### src/rtl/mem_arbiter_if.sv
// mem_arbiter_if: icache/dcache request ports plus the shared 32-bit memory port.
interface mem_arbiter_if #(
    parameter int ADDR_W     = 32,
    parameter int LINE_BEATS = 4
);
    logic                      i_req;
    logic [ADDR_W-1:0]         i_addr;
    logic [32*LINE_BEATS-1:0]  i_line;
    logic                      i_done;
    logic                      i_busy;
    logic                      d_req;
    logic                      d_we;
    logic [ADDR_W-1:0]         d_addr;
    logic [31:0]               d_wdata;
    logic [3:0]                d_wmask;
    logic [32*LINE_BEATS-1:0]  d_line;
    logic                      d_done;
    logic                      d_busy;
    logic                      mem_req;
    logic                      mem_we;
    logic [ADDR_W-1:0]         mem_addr;
    logic [31:0]               mem_wdata;
    logic [3:0]                mem_wmask;
    logic [31:0]               mem_rdata;
    logic                      mem_ack;

    modport master (
        input  i_req, i_addr, d_req, d_we, d_addr, d_wdata, d_wmask, mem_rdata, mem_ack,
        output i_line, i_done, i_busy, d_line, d_done, d_busy,
               mem_req, mem_we, mem_addr, mem_wdata, mem_wmask
    );

    modport slave (
        output i_req, i_addr, d_req, d_we, d_addr, d_wdata, d_wmask, mem_rdata, mem_ack,
        input  i_line, i_done, i_busy, d_line, d_done, d_busy,
               mem_req, mem_we, mem_addr, mem_wdata, mem_wmask
    );
endinterface

### src/rtl/mem_arbiter.sv
// mem_arbiter: shares one 32-bit memory port between icache line fills and dcache fills/writes.
// Define MEM_ARB_RR_EN to break simultaneous requests round-robin instead of data-first.
module mem_arbiter #(
    parameter int ADDR_W     = 32,
    parameter int LINE_BEATS = 4
) (
    input logic           CLK,
    input logic           RST,
    mem_arbiter_if.master bus
);
    localparam int BW = $clog2(LINE_BEATS);
    localparam logic [ADDR_W-1:0] LINE_MASK = ADDR_W'(LINE_BEATS * 4 - 1);

    typedef enum logic [2:0] {IDLE, I_FILL, D_FILL, D_WRITE, DONE} state_t;

    state_t            state, state_n;
    logic [BW-1:0]     beat;
    logic [ADDR_W-1:0] addr_q;
    logic [31:0]       wdata_q;
    logic [3:0]        wmask_q;
    logic              owner_d;
    logic              grant_d;
    logic              fill;
    logic              last;

`ifdef MEM_ARB_RR_EN
    // last_d = 1 when the data port won the most recent grant
    logic last_d;
    assign grant_d = bus.d_req & ~(bus.i_req & last_d);
    always_ff @(posedge CLK or negedge RST)
        if (!RST)
            last_d <= 1'b0;
        else if (state == IDLE && (bus.d_req || bus.i_req))
            last_d <= grant_d;
`else
    assign grant_d = bus.d_req;
`endif

    assign fill = (state == I_FILL) || (state == D_FILL);
    assign last = beat == BW'(LINE_BEATS - 1);

    always_ff @(posedge CLK or negedge RST)
        if (!RST)
            state <= IDLE;
        else
            state <= state_n;

    always_comb begin
        state_n = state;
        case (state)
            IDLE:           state_n = grant_d ? (bus.d_we ? D_WRITE : D_FILL) : bus.i_req ? I_FILL : IDLE;
            I_FILL, D_FILL: if (bus.mem_ack && last) state_n = DONE;
            D_WRITE:        if (bus.mem_ack) state_n = DONE;
            default:        state_n = IDLE;
        endcase
    end

    assign bus.mem_req   = fill || (state == D_WRITE);
    assign bus.mem_we    = state == D_WRITE;
    assign bus.mem_addr  = fill ? (addr_q & ~LINE_MASK) | ADDR_W'({beat, 2'b00})
                         : bus.mem_we ? addr_q & ~ADDR_W'(3) : '0;
    assign bus.mem_wdata = bus.mem_we ? wdata_q : '0;
    assign bus.mem_wmask = bus.mem_we ? wmask_q : '0;
    assign bus.i_done    = (state == DONE) && !owner_d;
    assign bus.d_done    = (state == DONE) && owner_d;
    assign bus.i_busy    = bus.i_req && !bus.i_done;
    assign bus.d_busy    = bus.d_req && !bus.d_done;

    // The full requester address is latched; low bits are masked off when forming beats.
    always_ff @(posedge CLK or negedge RST)
        if (!RST) begin
            beat       <= '0;
            addr_q     <= '0;
            wdata_q    <= '0;
            wmask_q    <= '0;
            owner_d    <= 1'b0;
            bus.i_line <= '0;
            bus.d_line <= '0;
        end else if (state == IDLE) begin
            beat <= '0;
            if (grant_d) begin
                addr_q  <= bus.d_addr;
                wdata_q <= bus.d_wdata;
                wmask_q <= bus.d_wmask;
                owner_d <= 1'b1;
            end else if (bus.i_req) begin
                addr_q  <= bus.i_addr;
                owner_d <= 1'b0;
            end
        end else if (fill && bus.mem_ack) begin
            beat <= beat + BW'(1);
            if (owner_d)
                bus.d_line[{beat, 5'd0} +: 32] <= bus.mem_rdata;
            else
                bus.i_line[{beat, 5'd0} +: 32] <= bus.mem_rdata;
        end
endmodule
### src/flat_wrapper.sv
// flat-port wrapper written by rule: the top's interface ports become plain ports
module mem_arbiter_flat 
#(
    parameter int ADDR_W     = 32,
    parameter int LINE_BEATS = 4
)
  (CLK, RST, bus_i_req, bus_i_addr, bus_d_req, bus_d_we, bus_d_addr, bus_d_wdata, bus_d_wmask, bus_mem_rdata, bus_mem_ack, bus_i_line, bus_i_done, bus_i_busy, bus_d_line, bus_d_done, bus_d_busy, bus_mem_req, bus_mem_we, bus_mem_addr, bus_mem_wdata, bus_mem_wmask);
  mem_arbiter_if #(.ADDR_W(ADDR_W), .LINE_BEATS(LINE_BEATS)) bus_i ();
  input logic CLK;
  input logic RST;
  input wire logic [$bits(bus_i.i_req)-1:0] bus_i_req;
  input wire logic [$bits(bus_i.i_addr)-1:0] bus_i_addr;
  input wire logic [$bits(bus_i.d_req)-1:0] bus_d_req;
  input wire logic [$bits(bus_i.d_we)-1:0] bus_d_we;
  input wire logic [$bits(bus_i.d_addr)-1:0] bus_d_addr;
  input wire logic [$bits(bus_i.d_wdata)-1:0] bus_d_wdata;
  input wire logic [$bits(bus_i.d_wmask)-1:0] bus_d_wmask;
  input wire logic [$bits(bus_i.mem_rdata)-1:0] bus_mem_rdata;
  input wire logic [$bits(bus_i.mem_ack)-1:0] bus_mem_ack;
  output wire logic [$bits(bus_i.i_line)-1:0] bus_i_line;
  output wire logic [$bits(bus_i.i_done)-1:0] bus_i_done;
  output wire logic [$bits(bus_i.i_busy)-1:0] bus_i_busy;
  output wire logic [$bits(bus_i.d_line)-1:0] bus_d_line;
  output wire logic [$bits(bus_i.d_done)-1:0] bus_d_done;
  output wire logic [$bits(bus_i.d_busy)-1:0] bus_d_busy;
  output wire logic [$bits(bus_i.mem_req)-1:0] bus_mem_req;
  output wire logic [$bits(bus_i.mem_we)-1:0] bus_mem_we;
  output wire logic [$bits(bus_i.mem_addr)-1:0] bus_mem_addr;
  output wire logic [$bits(bus_i.mem_wdata)-1:0] bus_mem_wdata;
  output wire logic [$bits(bus_i.mem_wmask)-1:0] bus_mem_wmask;
  assign bus_i.i_req = bus_i_req;
  assign bus_i.i_addr = bus_i_addr;
  assign bus_i.d_req = bus_d_req;
  assign bus_i.d_we = bus_d_we;
  assign bus_i.d_addr = bus_d_addr;
  assign bus_i.d_wdata = bus_d_wdata;
  assign bus_i.d_wmask = bus_d_wmask;
  assign bus_i.mem_rdata = bus_mem_rdata;
  assign bus_i.mem_ack = bus_mem_ack;
  assign bus_i_line = bus_i.i_line;
  assign bus_i_done = bus_i.i_done;
  assign bus_i_busy = bus_i.i_busy;
  assign bus_d_line = bus_i.d_line;
  assign bus_d_done = bus_i.d_done;
  assign bus_d_busy = bus_i.d_busy;
  assign bus_mem_req = bus_i.mem_req;
  assign bus_mem_we = bus_i.mem_we;
  assign bus_mem_addr = bus_i.mem_addr;
  assign bus_mem_wdata = bus_i.mem_wdata;
  assign bus_mem_wmask = bus_i.mem_wmask;
  mem_arbiter #(.ADDR_W(ADDR_W), .LINE_BEATS(LINE_BEATS)) u_core (.CLK(CLK), .RST(RST), .bus(bus_i));
endmodule
### config.mk
export PLATFORM = sky130hd
export DESIGN_NAME = mem_arbiter_flat
export DESIGN_NICKNAME = d
export VERILOG_FILES = /design/src/rtl/mem_arbiter_if.sv /design/src/rtl/mem_arbiter.sv /design/src/flat_wrapper.sv
export SDC_FILE = /design/constraint.sdc
export NUM_CORES = 1
export LEC_CHECK = 0
export ABC_AREA = 1
export CAP_MARGIN = 0
export CORE_AREA = 2 2 183 185
export CTS_BUF_LIST = sky130_fd_sc_hd__clkbuf_16
export CTS_CLUSTER_SIZE = 25
export DETAILED_ROUTE_END_ITERATION = 8
export DIE_AREA = 0 0 185 187
export PLACE_DENSITY = 0.77
export SYNTH_ARGS = -nofsm -noshare
export SYNTH_HDL_FRONTEND = slang
export SYNTH_SLANG_ARGS = --single-unit
### constraint.sdc
create_clock -name CLK -period 2.5 [get_ports CLK]
set_clock_uncertainty 0.2 [all_clocks]
set_input_delay 0.5 -clock CLK [delete_from_list [all_inputs] [get_ports CLK]]
set_output_delay 0.5 -clock CLK [all_outputs]
set_load 0.02 [all_outputs]
## Yosys cells after proc, flatten, opt, wreduce, memory -nomap -nowiden

Cells that the tools add are included.

| storage, ports and cells | value |
|---|---|
| register bits after elaboration | 330 |
| bits in latches | 0 |
| memory bits (writable) | 0 |
| bits in read-only memories | 0 |
| bits of input ports | 138 |
| output and inout bits | 330 |
| logic and storage cells | 60 |
| memories | 0 |

| cells by class | value |
|---|---|
| $add $sub $neg | 2 |
| $mul | 0 |
| divide/modulo/power cells | 0 |
| magnitude comparators | 0 |
| eq/ne operators | 7 |
| shift-type cells | 2 |
| muxes and demuxes | 18 |
| bitwise gates (word level) | 3 |
| reductions and logical operators | 20 |

Operators with widths:

| kind | count |
|---|---|
| $bwmux W128 | 2 |
| $mux W32 | 5 |
| $shift A32 B9 Y128 const A | 1 |
| $shiftx A32 B9 Y128 | 1 |
| $or A32 B4 Y32 | 1 |
| $mux W3 | 3 |
| $neg A7 Y9 | 1 |
| $pmux W3 S3 | 1 |
| $eq A3 B2 Y1 const B | 2 |
| $logic_and A1 B1 Y1 | 6 |
| $reduce_and A2 Y1 | 3 |
| $reduce_and A3 Y1 | 2 |
| $mux W1 | 4 |
| $mux W2 | 2 |
| $mux W4 | 1 |
| $reduce_bool A2 Y1 | 2 |
| $eq A3 B1 Y1 const B | 1 |
| $eq A3 B3 Y1 const B | 1 |
| $logic_not A1 Y1 | 3 |
| $logic_not A3 Y1 | 1 |
| $add A2 B1 Y2 const B | 1 |
| $eq A2 B2 Y1 const B | 1 |
| $logic_or A1 B1 Y1 | 2 |
| $ne A2 B1 Y1 const B | 1 |
| other kinds (3) | 4 |

## Depth between registers and ports, before layout

Gate-level depths: netlist of the first run.

| depth | value |
|---|---|
| depth after elaboration | 5 |
| gate-level depth with buffers | 11 |

## Worst setup path before layout of the first run

No wires, ideal clock.

| timing path | value |
|---|---|
| path kind | flip-flop to output port |
| start | reg u_core.state[1] |
| end | out bus_mem_wdata[11] |
| data arrival time | 1510 ps |
| data required time | 1800 ps |
| path slack | 290 ps |
| stages on the path, launching flop included | 7 |
| path through | dfrtp_1 > nand2_1 > nor2_1 > inv_1 > buf_2 > buf_1 > nor2_1 |

| between the ends | value |
|---|---|
| word-level cells in the longest chain between the ends | 2 |

RTL lines:

| element | RTL line | RTL |
|---|---|---|
| start, declared | mem_arbiter.sv:16 | `state_t state, state_n;` |
| start signal, assigned | mem_arbiter.sv:46 | `state <= state_n;` |
| $eq A3 B2 Y1 | mem_arbiter.sv:59 | `assign bus.mem_we = state == D_WRITE;` |
| via bus_mem_we | flat_wrapper.sv:27 | `output wire logic [$bits(bus_i.mem_we)-1:0] bus_mem_we;` |
| $mux W32 | mem_arbiter.sv:62 | `assign bus.mem_wdata = bus.mem_we ? wdata_q : '0;` |
| end, declared | flat_wrapper.sv:29 | `output wire logic [$bits(bus_i.mem_wdata)-1:0] bus_mem_wdata;` |

The timed path passes the listed nets, and every way through them passes these cells.

## Worst setup path after layout of the first run

| timing path | value |
|---|---|
| start | reg u_core.state[1] |
| end | out bus_mem_addr[3] |

| between the ends | value |
|---|---|
| word-level cells in the longest chain between the ends | 3 |
| elaborated cells on any way between the ends | 6 |

RTL lines:

| element | RTL line | RTL |
|---|---|---|
| $eq A3 B2 Y1 (tied with other cells) | mem_arbiter.sv:59 |  |
| $mux W32 or $logic_or A1 B1 Y1 (tied branches) | mem_arbiter.sv:61, mem_arbiter.sv:39 |  |
| $mux W32 * | mem_arbiter.sv:60 | `assign bus.mem_addr = fill ? (addr_q & ~LINE_MASK) \| ADDR_W'({beat, 2'b00})` |
| end, declared | flat_wrapper.sv:28 | `output wire logic [$bits(bus_i.mem_addr)-1:0] bus_mem_addr;` |

Mark *: on every way between the ends. The rest lies on a longest branch, timed or not.

==> flow_summary_export.csv, run 1 <==
group,metric,value,unit
synth,synth_top_family_by_area,"simple AND/OR/NAND/NOR gates",
cells_and_area,diodes,0,
min_path,hold_path.class,"reg2reg",
cells_and_area,fillCellCount,2836,
synth,yosysTopAreaCellShare,0.572,
clocking,clockRootBuffer,"clkbuf_16",
global_route,grt_max_degree,82,
min_path,hp-start,"u_core.bus.i_line[11]",
setup_path,cp_max_fo,3,
route,drt_pass1_iterations,5,
die,core_region_area,0.0329,mm^2
global_route,grt_antenna_before_repair,0,
setup_path,critPathMaxStageDelay,0.43,ns
global_route,grt_first_pass_wirelength,78700,um
synth,synthTopCellsByCount,"659 x nand2_1, 328 x dfrtp_1, 184 x nor2_1",
synth,synth_xor_xnor_area_share,0,
sta,clock.fmax,399,MHz
place,place_congestion,0.862,
synth,synth_seq_cells,328,
sta,fin_crit,2.51,ns
sta,finalHoldViolations,0,
synth,synth_top_flop_cell,"dfrtp_1",
setup_path,cp-start-kind,"flip-flop",
outcome,violations,"negative setup slack",
power_and_ir_drop,power.density,1160,mW/mm^2
die,die_w,185,um
synth,async_reset_ff_frac,1.00,
power_and_ir_drop,peakVddDrop,905,uV
synth,netlist_instances,1750,
setup_path,arrival,1.81,ns
die,dieArea,0.0346,mm^2
clocking,htreeDepth,2,
synth,muxShareOfSynthArea,0,
cells_and_area,drive_gt1_frac,0.108,
die,ios,468,
synth,yosysMostFrequentCell,"nand2_1",
setup_path,setup.worst_path.end_class,"output pin",
route,antenna_left,0,
synth,synth-edff-count,0,
sta,grt_setup_unrepaired,"true",
sta,fin_setup_tns,-0.00503,ns
global_route,grt_pass1_vias,14073,
clocking,cts_buffer_depth,3,
synth,synth_compound_area_frac,0.0427,
sta,finalSetupViolCount,1,
synth,yosys_warnings,0,
global_route,grt_use_total,0.293,
synth,synth_adder_area_share,0.00436,
clocking,cts_tree,"done",
sta,setup_slack,-0.00503,ns
synth,ys_seq_area_frac,0.572,
place,dp_hpwl,35300,um
setup_path,crit_family,"buffers and inverters",
sta,timing_worst_slew_pin_value,0.735,ns
route,drt_iter0_markers,1293,
die,dieHeight,187,um
synth,ys_top_cells_by_area,"dfrtp_1 57%, nand2_1 17%, nor2_1 4.8%",
clocking,clkLatencyLatePin,0.52,ns
cells_and_area,multi_input_area,0.00515,mm^2
clocking,clk_pin_slew,0.06,ns
clocking,numCtsBuffers,36,
cells_and_area,area_growth,43.0,%
setup_path,reg2reg_from,"u_core.state[1]",
sta,post-route-period-util,1.00,
route,drc,0,
synth,yosysTopAreaCell,"dfrtp_1",
cells_and_area,regArea,0.00821,mm^2
route,wl_per_cell,19.0,um
setup_path,cp_num_buf_inv,5,
global_route,grt_overflow,0,
sta,drv_slew,0,
clocking,cts_sinks,328,
synth,synth_cell_types,24,
setup_path,cp_common_cell,"buf_4",
outcome,status,"finished, violations left",
setup_path,required,1.80,ns
die,placementRows,67,
place,port-buffer-count,461,
route,viasPerCell,5.20,
place,dpl_cell_area,0.0196,mm^2
cells_and_area,fin_area,0.0205,mm^2
setup_path,cpMaxStageDelayCell,"dfrtp_1",
power_and_ir_drop,p_leak,10.6,nW
setup_path,crit_start,"u_core.state[1]",
sta,maxSlewHeadroom,0.509,
route,drt-total-wl,50700,um
setup_path,criticalPathCategory,"reg2out",
synth,syn_area,0.0143,mm^2
synth,syn_area_per_cell,8.20,um^2
flow_run,drv_cap,0,
synth,yosys.area_share.simple,0.307,
die,initial_core_util,0.437,
route,dr_total_vias,13877,
cells_and_area,nNetsFinal,2339,
setup_path,crit_path_cell_trace,"buf_4 > inv_2 > nand3_1 > nand2_2 > inv_1 > o22ai_1 > buf_4 > buf_12",
-- registers in the layout, summed over array words and instances, names as in the netlist --
name               cells
u_core.addr_q         30
u_core.owner_d         1
u_core.wmask_q         4
u_core.state           3
u_core.wdata_q        32
u_core.bus.d_line    128
u_core.beat            2
u_core.bus.i_line    128
-- kinds of logic (layout without fill, tap and decap cells) --
family,after synthesis,after routing
compound gates,107,107
fa+ha+maj,5,5
buf+inv,237,708
flops,328,328
other cells,1,2
simple gates,1072,1072
-- worst reg2reg max path: stages, from the launching register on --
cell and delay, ns:
dfrtp_1 0.43, buf_4 0.17, inv_2 0.05, nand3_1 0.09, nand2_2 0.09, buf_4 0.11
nand2_1 0.12, nor2_4 0.18, buf_12 0.34, nand3_1 0.23, nand2_1 0.10
-- per-layer routing --
layer,wire length [um],track usage,vias up
met1,19000,0.359,6694
li1,-,-,6330
met5,0,0,-
met3,4450,0.0652,145
met4,2590,0.139,0
met2,24600,0.489,708
-- where the power goes --
part           switching (W)  total [W]  internal [W]
Sequential          0.000831    0.00772       0.00688
Combinational        0.00695     0.0109       0.00400
Clock                0.00221    0.00506       0.00285
-- layout make-up --
class	instances	share of cell area
flip-flops and latches	328	0.400
inverters	120	0.0220
well taps	448	0.0273
multi-input cells	1186	0.251
repair buffers	524	0.245
clock buffers	36	0.0439
clock inverters	28	0.0102
-- stage by stage --
| stage | hold WS (ns) | setup WS, ns | util | instances | power [W] |
|---|---|---|---|---|---|
| floorplan | 0.00441 | 0.290 | - | 1751 | 0.0134 |
| global placement | 0.263 | 0.0181 | 0.595 | 2600 | 0.0186 |
| detailed placement | 0.265 | 0.00893 | 0.595 | 2600 | 0.0188 |
| CTS | 0.281 | -0.0821 | 0.627 | 2667 | 0.0237 |
| global route | 0.293 | -0.0766 | 0.624 | 2670 | 0.0250 |
| finish | 0.279 | -0.00503 | 0.624 | 2670 | 0.0237 |
-- repair_timing --
action,in CTS,in global routing
gates cloned,0,1
hold endpoints to repair,43,0
gates resized for setup,169,113
hold buffers,1,0
setup endpoints to repair,69,71
setup buffers,2,2
pin swaps,0,3
-- placed cells by master (no fill, tap or decap), types with 3 or more instances in the layout --
cell / n
buf_12: 16
o21ai_0: 37
nor2_2: 7
nor2_1: 175
o211ai_1: 30
clkdlybuf4s50_1: 388
clkinv_2: 7
nand2_1: 654
nor3_1: 52
dfrtp_1: 326
inv_1: 121
or2_2: 30
nand2_2: 4
buf_4: 65
clkdlybuf4s15_1: 3
clkinv_1: 10
clkinv_8: 3
nand4_1: 8
a21oi_1: 36
nor2_4: 8
clkbuf_16: 37
clkbuf_2: 22
nand3_1: 131
inv_2: 4
buf_2: 24
ha_1: 3
-- final timing paths --
kind                            cells after the start                endpoint  slack, ns
worst max register to register                     10  u_core.bus.i_line[114]       0.35
worst min-delay path                                2   u_core.bus.i_line[11]       0.28
worst min register to register                      2   u_core.bus.i_line[11]       0.28
min in group asynchronous                           2   u_core.bus.d_line[95]       0.32
max in group asynchronous                           3   u_core.bus.d_line[43]       1.07
worst max-delay path                                8         bus_mem_addr[3]     -0.005
(Power assumes the default switching activity.)
==> inputs of run 2 (changes only) <==
--- a/config.mk
+++ b/config.mk
@@ -7,12 +7,11 @@
 export LEC_CHECK = 0
 export ABC_AREA = 1
 export CAP_MARGIN = 0
-export CORE_AREA = 2 2 183 185
+export CORE_MARGIN = 2
+export CORE_UTILIZATION = 35
 export CTS_BUF_LIST = sky130_fd_sc_hd__clkbuf_16
 export CTS_CLUSTER_SIZE = 25
 export DETAILED_ROUTE_END_ITERATION = 8
-export DIE_AREA = 0 0 185 187
-export PLACE_DENSITY = 0.77
 export SYNTH_ARGS = -nofsm -noshare
 export SYNTH_HDL_FRONTEND = slang
 export SYNTH_SLANG_ARGS = --single-unit
==> run 2 against run 1 <==
Net effect: the run now ends clean; core utilization decreased by 11 points; maximum frequency rose by 1.9%; setup slack improved by 0.046 ns; register-to-register slack worse by 0.09 ns; die area up 23%; worst hold slack worse by 0.0042 ns; critical path depth is 2 lower; design area up 2.2%; cell count rose by 3.7%; critical path type unchanged; critical endpoint is now bus_mem_wdata[13].
==> flow_summary_export.csv, run 2 (synthesis results as in run 1) <==
group,metric,value,unit
power_and_ir_drop,peakVddDrop,532,uV
setup_path,crit_start,"u_core.state[1]",
clocking,clkLatencyLatePin,0.55,ns
power_and_ir_drop,pwr-share-comb,0.460,
setup_path,cpMaxStageDelayCell,"dfrtp_2",
clocking,cts_sinks,328,
place,port-buffer-count,461,
route,viasPerCell,4.87,
route,drc,0,
setup_path,reg2reg_from,"u_core.beat[1]",
route,drt_pass1_iterations,5,
cells_and_area,drive_gt1_frac,0.119,
sta,maxSlewHeadroom,0.554,
cells_and_area,final_cells,2769,
power_and_ir_drop,p_sw_frac,0.416,
setup_path,reg2reg_depth,9,
global_route,grt_max_degree,73,
global_route,grt_pass1_vias,13383,
clocking,cts_buffer_depth,3,
cells_and_area,layout_common_cells,"655 x nand2_1, 388 x clkdlybuf4s50_1, 326 x dfrtp_1",
clocking,numCtsBuffers,38,
sta,finalSetupViolCount,0,
route,drt_iter0_markers,778,
clocking,clockRootBuffer,"clkbuf_16",
route,wl_per_cell,19.4,um
setup_path,critPathMaxStageDelay,0.41,ns
cells_and_area,fin_area,0.0210,mm^2
clocking,htreeDepth,2,
cells_and_area,final_common_cell,"nand2_1",
setup_path,r2r_slack,0.26,ns
sta,hold_ws,0.275,ns
die,placementRows,74,
setup_path,criticalPathCategory,"reg2out",
global_route,grt_antenna_before_repair,3,
die,dieHeight,206,um
power_and_ir_drop,power.density,1160,mW/mm^2
place,placedCellCount,2697,
power_and_ir_drop,design_power_total,0.0243,W
die,dieArea,0.0426,mm^2
flow_run,drv_cap,0,
power_and_ir_drop,internal_power,0.0142,W
cells_and_area,fin_util,0.516,
global_route,grt_overflow,0,
sta,clock.fmax,407,MHz
outcome,status,"complete, no violations",
sta,drv_slew,0,
place,dp_hpwl,37900,um
cells_and_area,nNetsFinal,2352,
sta,grt_setup_unrepaired,"true",
power_and_ir_drop,seq_power_share,0.318,
clocking,clk_pin_slew,0.06,ns
cells_and_area,area_growth,46.2,%
power_and_ir_drop,pwr-share-clk,0.222,
setup_path,cp_max_fo,18,
setup_path,required,1.80,ns
global_route,grt_use_total,0.249,
power_and_ir_drop,p_leak,10.7,nW
die,core_region_area,0.0406,mm^2
sta,timing_worst_slew_pin_value,0.669,ns
setup_path,cp-start-kind,"flip-flop",
route,dr_total_vias,13472,
die,initial_core_util,0.353,
setup_path,r2r-end,"u_core.bus.i_line[24]",
min_path,hold_path.class,"reg2reg",
place,dpl_cell_area,0.0198,mm^2
global_route,grt_first_pass_wirelength,80200,um
cells_and_area,reg_top3,"u_core.bus.d_line: 128 flops, u_core.bus.i_line: 128 flops, u_core.wdata_q: 32 flops",
clocking,cts_tree,"done",
sta,post-route-period-util,0.984,
setup_path,arrival,1.76,ns
sta,finalHoldViolations,0,
die,die_w,206,um
place,place_congestion,0.853,
cells_and_area,diodes,0,
setup_path,setup.worst_path.end,"bus_mem_wdata[13]",
sta,fin_crit,2.46,ns
route,drt-total-wl,53700,um
die,ios,468,
setup_path,setup.worst_path.end_class,"output pin",
setup_path,crit_path_cell_trace,"nand2_2 > nor2_4 > inv_4 > clkbuf_16 > nor2_1 > buf_4",
route,antenna_left,0,
power_and_ir_drop,switchingPower,0.0101,W
-- run 2: cell types whose count changed in the layout (fill, tap and decap cells not counted), moves of 5 or more --
cell,delta
inv_1,+5
nor2_2,+16
clkbuf_2,-12
clkbuf_16,+6
buf_2,-8
buf_12,+5
nor2_1,-18
buf_4,+22
-- run 2: cell type report --
| cell class | instances | area, um^2 |
|---|---|---|
| well taps | 532 | 666 |
| fillers | 3842 | 19700 |
| multi-input cells | 1186 | 5200 |
| inverters | 120 | 453 |
| flip-flops and latches | 328 | 8210 |
| repair buffers | 535 | 5260 |
| clock buffers | 41 | 1030 |
| clock inverters | 27 | 159 |
-- run 2: worst min-delay path by stage --
stage                                       from                     end  slack [ns]  cells after the start
after floorplan                              RST       u_core.addr_q[10]       0.004                      0
after global placement     u_core.bus.i_line[61]   u_core.bus.i_line[61]        0.26                      2
after detailed placement   u_core.bus.i_line[19]   u_core.bus.i_line[19]        0.26                      2
after CTS                  u_core.bus.i_line[19]   u_core.bus.i_line[19]        0.28                      2
after global routing       u_core.bus.d_line[90]   u_core.bus.d_line[90]        0.30                      2
final                     u_core.bus.d_line[110]  u_core.bus.d_line[110]        0.27                      2
-- run 2: worst max-delay path: cells and delay by family, from the launching register on --
family        cells  cell delay, ns
simple gates      3            0.34
flops             1            0.41
buf+inv           3            0.45
-- run 2: repair_timing --
action / in CTS / in global routing
buffers inserted: 0 / 1
endpoints found under the setup margin: 72 / 71
gates resized for setup: 188 / 163
cloned: 0 / 2
hold buffers: 1 / 0
pin swaps: 0 / 2
hold endpoints to repair: 54 / 0
-- run 2: stage by stage --
step                       TNS, ns  setup slack, ns
after floorplan                  0            0.290
after global routing         -1.11          -0.0504
after detailed placement  -0.00435         -0.00435
after CTS                    -4.10           -0.149
final                            0           0.0410
after global placement           0           0.0364
-- run 2: power by group through the flow --
stage               combinational, W  clock, W  sequential (W)
global placement              0.0112         0         0.00772
floorplan                    0.00459         0         0.00885
finish                        0.0112   0.00539         0.00771
CTS                           0.0110   0.00549         0.00770
detailed placement            0.0113         0         0.00776
global route                  0.0120   0.00570         0.00787
-- run 2: layer usage --
layer / GRT usage / part of all wire
met1: 0.318 / 0.40
met4: 0.0747 / 0.027
met2: 0.409 / 0.48
met5: 0 / 0.00063
met3: 0.0730 / 0.090
==> inputs of run 3 (changes only) <==
--- a/config.mk
+++ b/config.mk
@@ -12,6 +12,7 @@
 export CTS_BUF_LIST = sky130_fd_sc_hd__clkbuf_16
 export CTS_CLUSTER_SIZE = 25
 export DETAILED_ROUTE_END_ITERATION = 8
+export PLACE_DENSITY_LB_ADDON = 0.2
 export SYNTH_ARGS = -nofsm -noshare
 export SYNTH_HDL_FRONTEND = slang
 export SYNTH_SLANG_ARGS = --single-unit
==> run 3 against run 2 <==
Net effect: register-to-register slack worse by 0.10 ns; core utilization shrank 0.48 points; sequential cell count unchanged; combinational power hardly changed; sequential power barely moved; global-route usage is 0.48 points lower; clock power shrank 4.5%; first-iteration DRC count rose by 9.5%.
==> flow_summary_export.csv, run 3 (synthesis results as in run 1) <==
group,metric,value,unit
outcome,status,"complete, no violations",
setup_path,criticalPathCategory,"reg2out",
clocking,numCtsBuffers,37,
clocking,cts_buffer_depth,3,
cells_and_area,nNetsFinal,2346,
die,initial_core_util,0.353,
global_route,grt_first_pass_wirelength,78600,um
route,drt_iter0_markers,852,
sta,finalHoldViolations,0,
sta,post-route-period-util,0.974,
route,drc,0,
global_route,grt_overflow,0,
setup_path,cp-start-kind,"flip-flop",
route,antenna_left,0,
global_route,grt_max_degree,62,
place,place_congestion,0.845,
sta,finalSetupViolCount,0,
cells_and_area,final_common_cell,"nand2_1",
sta,timing_worst_slew_pin_value,0.807,ns
cells_and_area,area_growth,44.8,%
place,port-buffer-count,461,
cells_and_area,layout_common_cells,"655 x nand2_1, 388 x clkdlybuf4s50_1, 325 x dfrtp_1",
place,dp_hpwl,37300,um
die,dieArea,0.0426,mm^2
die,core_region_area,0.0406,mm^2
clocking,cts_tree,"done",
clocking,clockRootBuffer,"clkbuf_16",
clocking,htreeDepth,2,
global_route,grt_pass1_vias,13303,
setup_path,cp_max_fo,4,
global_route,grt_use_total,0.244,
route,dr_total_vias,13460,
die,ios,468,
setup_path,setup.worst_path.end_class,"output pin",
power_and_ir_drop,switchingPower,0.0100,W
route,wl_per_cell,19.1,um
sta,clock.fmax,411,MHz
cells_and_area,drive_gt1_frac,0.109,
die,dieHeight,206,um
power_and_ir_drop,p_sw_frac,0.419,
sta,fin_crit,2.43,ns
cells_and_area,final_cells,2759,
die,die_w,206,um
place,placedCellCount,2693,
power_and_ir_drop,peakVddDrop,630,uV
flow_run,drv_cap,0,
power_and_ir_drop,pwr-share-comb,0.463,
cells_and_area,reg_top3,"u_core.bus.d_line: 128 flops, u_core.bus.i_line: 128 flops, u_core.wdata_q: 32 flops",
setup_path,required,1.80,ns
cells_and_area,diodes,0,
power_and_ir_drop,p_leak,10.6,nW
min_path,hold_path.class,"reg2reg",
setup_path,arrival,1.73,ns
power_and_ir_drop,power.density,1150,mW/mm^2
route,drt-total-wl,52700,um
power_and_ir_drop,internal_power,0.0139,W
clocking,cts_sinks,328,
global_route,grt_antenna_before_repair,2,
sta,maxSlewHeadroom,0.462,
clocking,cts_post_setup_buffers_inserted,0,
die,placementRows,74,
power_and_ir_drop,design_power_total,0.0239,W
power_and_ir_drop,pwr-share-clk,0.215,
setup_path,r2r_slack,0.16,ns
route,viasPerCell,4.88,
power_and_ir_drop,seq_power_share,0.322,
clocking,clkLatencyLatePin,0.55,ns
route,drt_pass1_iterations,7,
sta,drv_slew,0,
clocking,clk_pin_slew,0.06,ns
run 3: cell types whose count changed in the layout (fill, tap and decap cells not counted), moves of 2 or more:
cell,delta
clkbuf_16,-4
clkinv_1,-5
inv_1,-4
clkinv_8,+2
nor2_1,+24
nor2_2,-23
clkbuf_2,-9
clkinv_2,+4
buf_6,-4
buf_4,-19
buf_2,+25
buf_12,+2
run 3: stage by stage:
step                      hold WS [ns]  cell area, um^2  TNS (ns)   util  setup WS (ns)
after floorplan                0.00441            14400         0      -          0.290
after global placement           0.261            19800   -0.0271  0.488        -0.0137
after detailed placement         0.264            19800     -1.04  0.488        -0.0579
after CTS                        0.278            20700    -0.121  0.508        -0.0664
after global routing             0.291            20800   -0.0307  0.511        -0.0114
final                            0.275            20800         0  0.511         0.0651
run 3: worst paths after layout:
kind                                        from                endpoint  cells after the start
setup / recovery                 u_core.state[1]              bus_d_busy                      5
min in group asynchronous                    RST   u_core.bus.d_line[32]                      2
hold reg to reg            u_core.bus.i_line[15]   u_core.bus.i_line[15]                      2
setup reg to reg                  u_core.beat[0]  u_core.bus.i_line[103]                      8
max in group asynchronous                    RST   u_core.bus.d_line[55]                      3
hold / removal             u_core.bus.i_line[15]   u_core.bus.i_line[15]                      2
run 3: worst max-delay path: stages, from the launching register on:
cell	delay [ns]
dfrtp_2	0.44
nor2_4	0.17
nand2_2	0.11
o21ai_0	0.15
inv_1	0.05
clkdlybuf4s15_2	0.26
run 3: area by class of cell:
| type | instances | area (um^2) |
|---|---|---|
| fill | 3888 | 19900 |
| sequential | 328 | 8210 |
| timing repair buffer | 530 | 5190 |
| multi-input combinational | 1186 | 5140 |
| clock buffer | 37 | 926 |
| tap | 532 | 666 |
| inverter | 120 | 453 |
| clock inverter | 26 | 195 |
run 3: power by group through the flow:
stage / registers, W / logic (W) / clock network [W]
floorplan: 0.00885 / 0.00459 / 0
CTS: 0.00769 / 0.0110 / 0.00524
finish: 0.00770 / 0.0111 / 0.00515
global route: 0.00786 / 0.0120 / 0.00547
global placement: 0.00772 / 0.0112 / 0
detailed placement: 0.00775 / 0.0113 / 0
run 3: metal layers:
metal	vias to the layer above	track usage	wire length [um]
met5	-	0	16
met4	2	0.0791	1770
met3	101	0.0662	4440
met2	549	0.402	24800
met1	6446	0.312	21600
li1	6362	-	-
run 3: repair_timing:
| action | CTS | global route |
|---|---|---|
| pin swaps | 0 | 1 |
| endpoints found under the hold margin | 46 | 0 |
| cloned | 0 | 2 |
| resized for setup | 266 | 41 |
| hold buffers | 1 | 0 |
| endpoints found under the setup margin | 71 | 69 |
